File: config.mk
export PLATFORM = sky130hd
export DESIGN_NAME = cpu_control
export DESIGN_NICKNAME = d
export VERILOG_FILES = /design/src/rtl/cpu_pkg.sv /design/src/rtl/cpu_decode.sv /design/src/rtl/cpu_control.sv
export SDC_FILE = /design/constraint.sdc
export NUM_CORES = 1
export LEC_CHECK = 0
export CAP_MARGIN = 0
export CORE_UTILIZATION = 31
export CTS_BUF_LIST = sky130_fd_sc_hd__clkbuf_4
export CTS_CLUSTER_DIAMETER = 200
export CTS_CLUSTER_SIZE = 25
export DETAILED_ROUTE_END_ITERATION = 10
export PLACE_DENSITY = 0.86
export SLEW_MARGIN = 40
export SYNTH_ARGS = -nofsm -noshare
export SYNTH_HDL_FRONTEND = slang
export SYNTH_SLANG_ARGS = --single-unit
export TNS_END_PERCENT = 50
File: constraint.sdc
create_clock -name clk -period 1.3 [get_ports clk]
set_input_delay 0.13 -clock clk [delete_from_list [all_inputs] [get_ports clk]]
set_output_delay 0.13 -clock clk [all_outputs]
set_load 0.02 [all_outputs]
File: src/rtl/cpu_pkg.sv
// Shared definitions for the CPU control path and datapath: opcodes,
// mux select encodings, FSM states and the decoded opcode class.
package cpu_pkg;

    localparam logic [3:0] OP_MV   = 4'd0;
    localparam logic [3:0] OP_ADD  = 4'd1;
    localparam logic [3:0] OP_SUB  = 4'd2;
    localparam logic [3:0] OP_CMP  = 4'd3;
    localparam logic [3:0] OP_LD   = 4'd4;
    localparam logic [3:0] OP_ST   = 4'd5;
    localparam logic [3:0] OP_MVHI = 4'd6;
    localparam logic [3:0] OP_JR   = 4'd8;
    localparam logic [3:0] OP_JZ   = 4'd9;
    localparam logic [3:0] OP_JN   = 4'd10;
    localparam logic [3:0] OP_CALL = 4'd12;

    localparam logic [1:0] PC_SEL_ALU  = 2'd0;
    localparam logic [1:0] PC_SEL_RX   = 2'd1;
    localparam logic [1:0] PC_SEL_HOLD = 2'd2;

    localparam logic       ALU_A_RX = 1'b0;
    localparam logic       ALU_A_PC = 1'b1;

    localparam logic [2:0] ALU_B_IMM8  = 3'd0;
    localparam logic [2:0] ALU_B_RY    = 3'd1;
    localparam logic [2:0] ALU_B_IMM11 = 3'd2;

    localparam logic [1:0] RF_SEL_ALU = 2'd0;
    localparam logic [1:0] RF_SEL_MEM = 2'd1;
    localparam logic [1:0] RF_SEL_PC  = 2'd2;
    localparam logic [1:0] RF_SEL_OPB = 2'd3;

    localparam logic       MEM_SEL_PC = 1'b0;
    localparam logic       MEM_SEL_RY = 1'b1;

    localparam logic [2:0] LINK_REG = 3'd7;

    typedef enum logic [1:0] {
        ST_FETCH  = 2'd0,
        ST_DECODE = 2'd1,
        ST_EXEC   = 2'd2,
        ST_LDWB   = 2'd3
    } state_e;

    typedef enum logic [2:0] {
        CLS_ALU     = 3'd0,
        CLS_MV      = 3'd1,
        CLS_MVHI    = 3'd2,
        CLS_LD      = 3'd3,
        CLS_ST      = 3'd4,
        CLS_JUMP    = 3'd5,
        CLS_CALL    = 3'd6,
        CLS_ILLEGAL = 3'd7
    } op_class_e;

    // Condition for the jump family (jr/j, jz, jn); call is unconditional.
    function automatic logic jump_taken(input logic [3:0] op, input logic z, input logic n);
        return (op == OP_JR) || ((op == OP_JZ) && z) || ((op == OP_JN) && n);
    endfunction

endpackage

File: src/rtl/cpu_decode.sv
// Combinational instruction decode: splits the low IR byte into the fields
// the control FSM needs and classifies the opcode.
module cpu_decode
    import cpu_pkg::*;
(
    input  logic [7:0] ir_low,
    output logic [3:0] opcode,
    output logic       imm_flag,
    output logic [2:0] rx,
    output op_class_e  op_class
);

    assign opcode   = ir_low[3:0];
    assign imm_flag = ir_low[4];
    assign rx       = ir_low[7:5];

    always_comb begin
        op_class = CLS_ILLEGAL;
        case (opcode)
            OP_ADD, OP_SUB, OP_CMP: op_class = CLS_ALU;
            OP_MV:                  op_class = CLS_MV;
            OP_MVHI:                op_class = CLS_MVHI;
            OP_LD:                  op_class = CLS_LD;
            OP_ST:                  op_class = CLS_ST;
            OP_JR, OP_JZ, OP_JN:    op_class = CLS_JUMP;
            OP_CALL:                op_class = CLS_CALL;
            default:                op_class = CLS_ILLEGAL;
        endcase
    end

endmodule

File: src/rtl/cpu_control.sv
// Multi-cycle CPU control FSM: FETCH -> DECODE -> EXEC (-> LDWB for loads),
// producing datapath selects, register/flag enables and memory strobes.
module cpu_control
    import cpu_pkg::*;
(
    input  logic        clk,
    input  logic        rst,
    input  logic [15:0] ir_out,
    input  logic        z,
    input  logic        n,
    input  logic        i_mem_wait,
    output logic        o_mem_rd,
    output logic        o_mem_wr,
    output logic        o_retire,
    output logic        o_illegal,
    output logic        pc_inc,
    output logic [1:0]  pc_mux_sel,
    output logic        ir_enable,
    output logic        alu_sub,
    output logic        alu_mux_a_sel,
    output logic [2:0]  alu_mux_b_sel,
    output logic [2:0]  rf_w_addr,
    output logic        rf_write_en,
    output logic        rf_only_high,
    output logic [1:0]  rf_mux_sel,
    output logic        mem_mux_sel,
    output logic        z_en,
    output logic        n_en
);

    state_e    state_reg;
    logic [3:0] opcode;
    logic       imm_flag;
    logic [2:0] rx;
    op_class_e  op_class;
    logic       take_target;

    // Operand fields beyond Rx are consumed only by the datapath.
    logic unused_ir_bits;
    assign unused_ir_bits = ^ir_out[15:8];

    cpu_decode u_decode (
        .ir_low   (ir_out[7:0]),
        .opcode   (opcode),
        .imm_flag (imm_flag),
        .rx       (rx),
        .op_class (op_class)
    );

    assign take_target = (op_class == CLS_CALL) ||
                         ((op_class == CLS_JUMP) && jump_taken(opcode, z, n));

    always_ff @(posedge clk or posedge rst) begin
        if (rst) begin
            state_reg <= ST_FETCH;
        end else begin
            case (state_reg)
                ST_FETCH:  if (!i_mem_wait) state_reg <= ST_DECODE;
                ST_DECODE: state_reg <= ST_EXEC;
                ST_EXEC: begin
                    if (op_class == CLS_LD) begin
                        if (!i_mem_wait) state_reg <= ST_LDWB;
                    end else if (op_class == CLS_ST) begin
                        if (!i_mem_wait) state_reg <= ST_FETCH;
                    end else begin
                        state_reg <= ST_FETCH;
                    end
                end
                ST_LDWB:   state_reg <= ST_FETCH;
                default:   state_reg <= ST_FETCH;
            endcase
        end
    end

    // EXEC controls depend on the IR, which is only loaded as DECODE ends, so
    // outputs are decoded from the state register rather than registered.
    // Gating with rst makes a reset drop every strobe and enable at once.
    always_comb begin
        o_mem_rd      = 1'b0;
        o_mem_wr      = 1'b0;
        o_retire      = 1'b0;
        o_illegal     = 1'b0;
        pc_inc        = 1'b0;
        pc_mux_sel    = PC_SEL_HOLD;
        ir_enable     = 1'b0;
        alu_sub       = 1'b0;
        alu_mux_a_sel = ALU_A_RX;
        alu_mux_b_sel = ALU_B_IMM8;
        rf_w_addr     = 3'd0;
        rf_write_en   = 1'b0;
        rf_only_high  = 1'b0;
        rf_mux_sel    = RF_SEL_MEM;
        mem_mux_sel   = MEM_SEL_RY;
        z_en          = 1'b0;
        n_en          = 1'b0;
        if (!rst) begin
            case (state_reg)
                ST_FETCH: begin
                    o_mem_rd    = 1'b1;
                    mem_mux_sel = MEM_SEL_PC;
                end
                ST_DECODE: begin
                    ir_enable = 1'b1;
                    pc_inc    = 1'b1;
                end
                ST_EXEC: begin
                    case (op_class)
                        CLS_ALU: begin
                            alu_mux_b_sel = imm_flag ? ALU_B_IMM8 : ALU_B_RY;
                            alu_sub       = (opcode != OP_ADD);
                            z_en          = 1'b1;
                            n_en          = 1'b1;
                            if (opcode != OP_CMP) begin
                                rf_mux_sel  = RF_SEL_ALU;
                                rf_w_addr   = rx;
                                rf_write_en = 1'b1;
                            end
                            o_retire = 1'b1;
                        end
                        CLS_MV: begin
                            alu_mux_b_sel = imm_flag ? ALU_B_IMM8 : ALU_B_RY;
                            rf_mux_sel    = RF_SEL_OPB;
                            rf_w_addr     = rx;
                            rf_write_en   = 1'b1;
                            o_retire      = 1'b1;
                        end
                        CLS_MVHI: begin
                            alu_mux_b_sel = ALU_B_IMM8;
                            rf_mux_sel    = RF_SEL_OPB;
                            rf_w_addr     = rx;
                            rf_only_high  = 1'b1;
                            rf_write_en   = 1'b1;
                            o_retire      = 1'b1;
                        end
                        CLS_LD: begin
                            o_mem_rd    = 1'b1;
                            mem_mux_sel = MEM_SEL_RY;
                        end
                        CLS_ST: begin
                            o_mem_wr    = 1'b1;
                            mem_mux_sel = MEM_SEL_RY;
                            o_retire    = !i_mem_wait;
                        end
                        CLS_JUMP, CLS_CALL: begin
                            if (take_target) begin
                                if (imm_flag) begin
                                    alu_mux_a_sel = ALU_A_PC;
                                    alu_mux_b_sel = ALU_B_IMM11;
                                    pc_mux_sel    = PC_SEL_ALU;
                                end else begin
                                    pc_mux_sel = PC_SEL_RX;
                                end
                            end
                            if (op_class == CLS_CALL) begin
                                rf_mux_sel  = RF_SEL_PC;
                                rf_w_addr   = LINK_REG;
                                rf_write_en = 1'b1;
                            end
                            o_retire = 1'b1;
                        end
                        default: begin
                            o_illegal = 1'b1;
                            o_retire  = 1'b1;
                        end
                    endcase
                end
                ST_LDWB: begin
                    rf_mux_sel  = RF_SEL_MEM;
                    rf_w_addr   = rx;
                    rf_write_en = 1'b1;
                    o_retire    = 1'b1;
                end
                default: ;
            endcase
        end
    end

endmodule

Word level (Yosys, flattened, before mapping)
Memory sizes are Yosys's and may differ from the RTL's.
Cells that the tools add are included.

storage, ports and cells
  bits in registers = 2
  memory bits (read-only) = 48
  input bits = 21
  output and inout bits = 23
  logic and storage cells = 95
  memories kept = 1

cells by class
  equality and inequality tests = 17
  muxes and demuxes = 62
  reductions and logical operators = 14

memory list
  name             words  bits a word  rd ports  clocked after memory_dff  wr ports  RTL line          text
  (no name shown)  16     3            1         0                         0         cpu_decode.sv:19  case (opcode)

operator list
  kind                                                    number
  2-to-1 mux 1 bit                                        33
  2-to-1 mux 2 bit                                        16
  == test 4 bit (second input constant)                   3
  == test 3 bit (second input constant)                   3
  2-to-1 mux 3 bit                                        3
  one-hot mux 3 bit (3 select lines)                      1
  one-hot mux 1 bit (2 select lines)                      4
  one-hot mux 2 bit (4 select lines)                      1
  OR reduction 7 bit                                      1
  == test 3 x 2 -> 1 bit (second input constant)          2
  inequality test 3 bit (second input constant)           2
  one-hot mux 2 bit (3 select lines)                      1
  one-hot mux 3 bit (2 select lines)                      1
  OR reduction 2 bit                                      3
  == test 2 bit (second input constant)                   2
  inequality test 4 x 1 -> 1 bit (second input constant)  1
  inequality test 4 x 2 -> 1 bit (second input constant)  1
  one-hot mux 2 bit (2 select lines)                      1
  == test 3 x 1 -> 1 bit (second input constant)          1
  logical AND 1 bit                                       3
  logical NOT 3 bit                                       1
  logical OR 1 bit                                        3
  one-hot mux 1 bit (3 select lines)                      1
  AND reduction 3 bit                                     1
  4 further kinds                                         4

Longest topological paths before layout
  depth in word-level cells = 10
  depth in mapped cells = 7
  mapped depth without buffers = 6

By module
A second synthesis with hierarchy kept.

second synthesis, totals
  cell total of the unflattened synthesis = 88
  area total of the unflattened synthesis = 639.4 um2

by module, submodules not included
  module       instances  cells each  area an instance (um2)  sequential area each (um2)
  cpu_control  1          67          490.5                   50.0
  cpu_decode   1          21          148.9                   0.0

Least setup slack after synthesis
Ideal clock, no wire load.

  kind = input port to output port
  start = input ir_out[1]
  end = output rf_w_addr[0]
  arrival = 1.512 ns
  required time = 1.170 ns
  slack = -0.342 ns
  cell stages on the path = 6
  buffers on the path = 0
  cell sequence = inv_1 > ha_1 > nand2_1 > o31ai_4 > o211ai_1 > a21oi_1

between the ends
  longest elaborated chain between the ends = 6
  elaborated cells on any way between the ends = 14
  those cells by class = eq/ne: 5; mux: 5; reduce/logical: 3; memory: 1

RTL lines
  item                                            RTL line                                text
  start: declaration                              cpu_control.sv:8                        input logic [15:0] ir_out,
  memory (16 x 3 bit)                             -
  == test 3 bit, or another cell as far along     cpu_control.sv:107, cpu_control.sv:154
  2-to-1 mux 3 bit, or another cell as far along  cpu_control.sv:154                      if (op_class == CLS_CALL) begin
  one-hot mux 3 bit (3 select lines) *            cpu_control.sv:107                      case (op_class)
  one-hot mux 3 bit (2 select lines) *            cpu_control.sv:97                       case (state_reg)
  2-to-1 mux 3 bit *                              cpu_control.sv:96                       if (!rst) begin
  end: declaration                                cpu_control.sv:22                       output logic [2:0] rf_w_addr,

Every way passes the cells marked *; elsewhere a longest branch is shown, timed or not.

Final worst setup path
  start = register state_reg[0]
  end = output rf_w_addr[2]

between the ends
  longest elaborated chain between the ends = 3
  elaborated cells on any way between the ends = 4
  those cells by class = eq/ne: 2; mux: 2

RTL lines
  item                                  RTL line           text
  start: declaration                    cpu_control.sv:31  state_e state_reg;
  start signal: assignment              cpu_control.sv:55  state_reg <= ST_FETCH;
  start signal: assignment              cpu_control.sv:58  ST_FETCH: if (!i_mem_wait) state_reg <= ST_DECODE;
  start signal: assignment              cpu_control.sv:59  ST_DECODE: state_reg <= ST_EXEC;
  == test 2 bit                         cpu_control.sv:97
  one-hot mux 3 bit (2 select lines) *  cpu_control.sv:97
  2-to-1 mux 3 bit *                    cpu_control.sv:96

Marks and branches as above.

==> results.yml <==
logic_synthesis:
  synth_area_um2: 582
  synth_top_family_by_area: "simple AND/OR/NAND/NOR gates"
  synth-compound-area-share_pct: 24.7
  synthFlopType: "dfrtp_1"
  syn_inst: 78
  syn_nets: 104
  synthArstFlopShare_pct: 100
  yosysSeqAreaShare_pct: 8.60
  synth.distinct_cells: 34
  synthXorXnorAreaFrac_pct: 1.51
  synth_area_per_cell_um2: 7.46
  synthSimpleGateAreaFrac_pct: 42.6
  synthAdderAreaFrac_pct: 10.8
  yosysWarnings: 0
  ys_seq_elements: 2
  synthMuxAreaShare_pct: 1.94
  synth-edff-count: 0
final_layout:
  antenna_cells: 0
  layout_common_cells: "buf_4 (31), buf_6 (18), clkdlybuf4s50_1 (7), nand2_1 (5)"
  multi_input_area_um2: 669
  drive_above_1_share_pct: 68.5
  area_delta_synth_final_pct: 143
  regArea_um2: 51.3
  nets: 170
  fin_cells: 168
  n_fill_cell: 110
  fin_area_um2: 1420
  largest_register_ffs: 2
  final_common_cell: "buf_4"
power_and_ir_drop:
  p_sw_share_pct: 39.6
  p_leak_uw: 0.000630
  seqPwrFrac_pct: 10.2
  clockPowerShare_pct: 22.8
  p_int_uw: 499
  p_per_area_nw_per_um2: 584
  power.switching_uw: 327
  fin_total_pwr_uw: 826
  ir_drop_uv: 547
  power_frac_comb_pct: 67.0
status:
  violations: "negative setup slack"
  outcome: "complete, but fails checks"
critical_path:
  worst-path-max-fanout: 3
  required_ns: 1.17
  r2r_setup_slack_ns: -0.04
  crit_path_end_kind: "output port"
  timing.rr.start: "state_reg[0]"
  worstSetupPathType: "reg2out"
  critPathLaunchType: "flip-flop"
  cp-startpoint: "state_reg[0]"
  rr_worst_depth: 6
  critPathArrivalTime_ns: 1.55
  r2r-end: "state_reg[1]"
placed_design:
  port_buffers: 34
  post_dp_cell_area_um2: 1170
  gp_congestion: 0.760
  dpl.hpwl_mm: 1.68
  dp_cells: 155
clock_network:
  htreeDepth: 1
  clock_latency_ns: 0.24
  cts_tree: "done"
  path_clk_slew_ns: 0.04
  clock_path_buffers: 2
  cts_buffers: 3
  cts_root_buf: "clkbuf_4"
  clock-sinks: 2
floorplanning:
  io_pins: 44
  num_rows: 15
  die_w_um: 45.3
  die_area_um2: 2050
  die_h_um: 45.3
  core_um2: 1750
  initial_core_util_pct: 33.3
routing:
  vias: 850
  wl_per_cell_um: 15.9
  routed_via_density: 5.06
  drt_iter0_markers: 13
  ant_nets: 0
  drt-total-wl_mm: 2.67
  drtPass1Iterations: 4
  drc: 0
timing:
  period_needed_ns: 1.68
  rsz0062_at_grt: "true"
  fmax_mhz: 596
  setup_ws_ns: -0.379
  report.final.hold_viol_count: 0
  fin_crit_sh_pct: 129
  setup_viol_count_final: 24
  drv_slew: 0
  skew_ns: 0.0156
grt:
  grt_pass1_wl_mm: 3.78
  grt_max_degree: 10
  grt_pass1_vias: 855
  grtUsageTotal_pct: 26.5
  antenna_found_initial: 0
  overflow: 0
worst_hold_path:
  worstHoldPathType: "in2async"
job:
  max-cap-violations: 0
## through the flow
step	setup slack [ns]	hold slack [ns]	util [%]	setup TNS, ns
floorplan	-0.217	-0.129	-	-1.57
global placement	-1.21	0.452	66.9	-23.72
detailed placement	-1.28	0.464	66.9	-24.88
CTS	-0.463	0.0367	76.5	-6.70
global route	-0.428	0.0684	81.1	-7.50
finish	-0.379	0.0511	81.1	-6.43
## layer usage
metal  vias up  part of all wire [%]  global-route usage, %
li1        406                     -                      -
met1       417                    34                   24.9
met2        21                    62                   53.9
met3         6                   2.7                   2.00
met4         0                   1.9                   15.8
met5         -                     0                      0
## power groups by stage
stage	Combinational [µW]	Clock, µW	Sequential [µW]
floorplan	202	0	88.9
global placement	408	0	79.3
detailed placement	422	0	80.2
CTS	492	185	82.9
global route	584	197	85.1
finish	553	188	84.6
## worst max-delay path by stage
stage	endpoint	slack, ns	cells past startpoint
after global placement	rf_w_addr[1]	-1.21	9
after detailed placement	rf_w_addr[1]	-1.28	9
final	rf_w_addr[2]	-0.38	6
after global routing	rf_w_addr[2]	-0.43	6
after floorplan	rf_w_addr[1]	-0.22	6
after CTS	rf_w_addr[2]	-0.46	6
## synthesized netlist by cell type, drive strengths merged (2+ instances only)
cell | instances | share of area [%]
a21oi | 5 | 4.3
and3 | 3 | 3.7
o21ai | 4 | 3.4
nand2b | 2 | 2.2
ha | 5 | 11
nor2b | 3 | 3.2
inv | 5 | 3.2
dfrtp | 2 | 8.6
and2b | 2 | 2.6
nor3b | 3 | 3.9
nor3 | 5 | 4.3
or3 | 2 | 3.0
nand3 | 2 | 1.7
buf | 5 | 6.0
nor2 | 9 | 5.8
nand2 | 6 | 3.9
nor4b | 2 | 4.1
## cells by family after synthesis
kind of cell | after synthesis
xor+xnor | 1
compound gates | 16
buf+inv | 10
mux | 1
other cells | 1
fa+ha+maj | 5
flops | 2
simple gates | 42
## worst max-delay path, cell delays in order, from the launching register on
cell and delay (ns):
dfrtp_2 0.42, buf_6 0.13, buf_6 0.11, a2111oi_4 0.25, buf_4 0.19, a21oi_2 0.04
buf_6 0.15
## repair_timing
item,4_1_cts,5_1_grt
hold endpoints to repair,0,0
endpoints found under the setup margin,24,23
resized for setup,146,22
hold buffers,0,0
setup buffers,7,4
pin swaps,18,6
## cell type report
type	count	area share, %
timing repair buffer	66	42.0
clock buffer	4	2.12
sequential	2	3.63
inverter	5	2.74
multi-input combinational	66	47.3
tap	25	2.21
No activity file was read; power rests on OpenSTA's default activity.
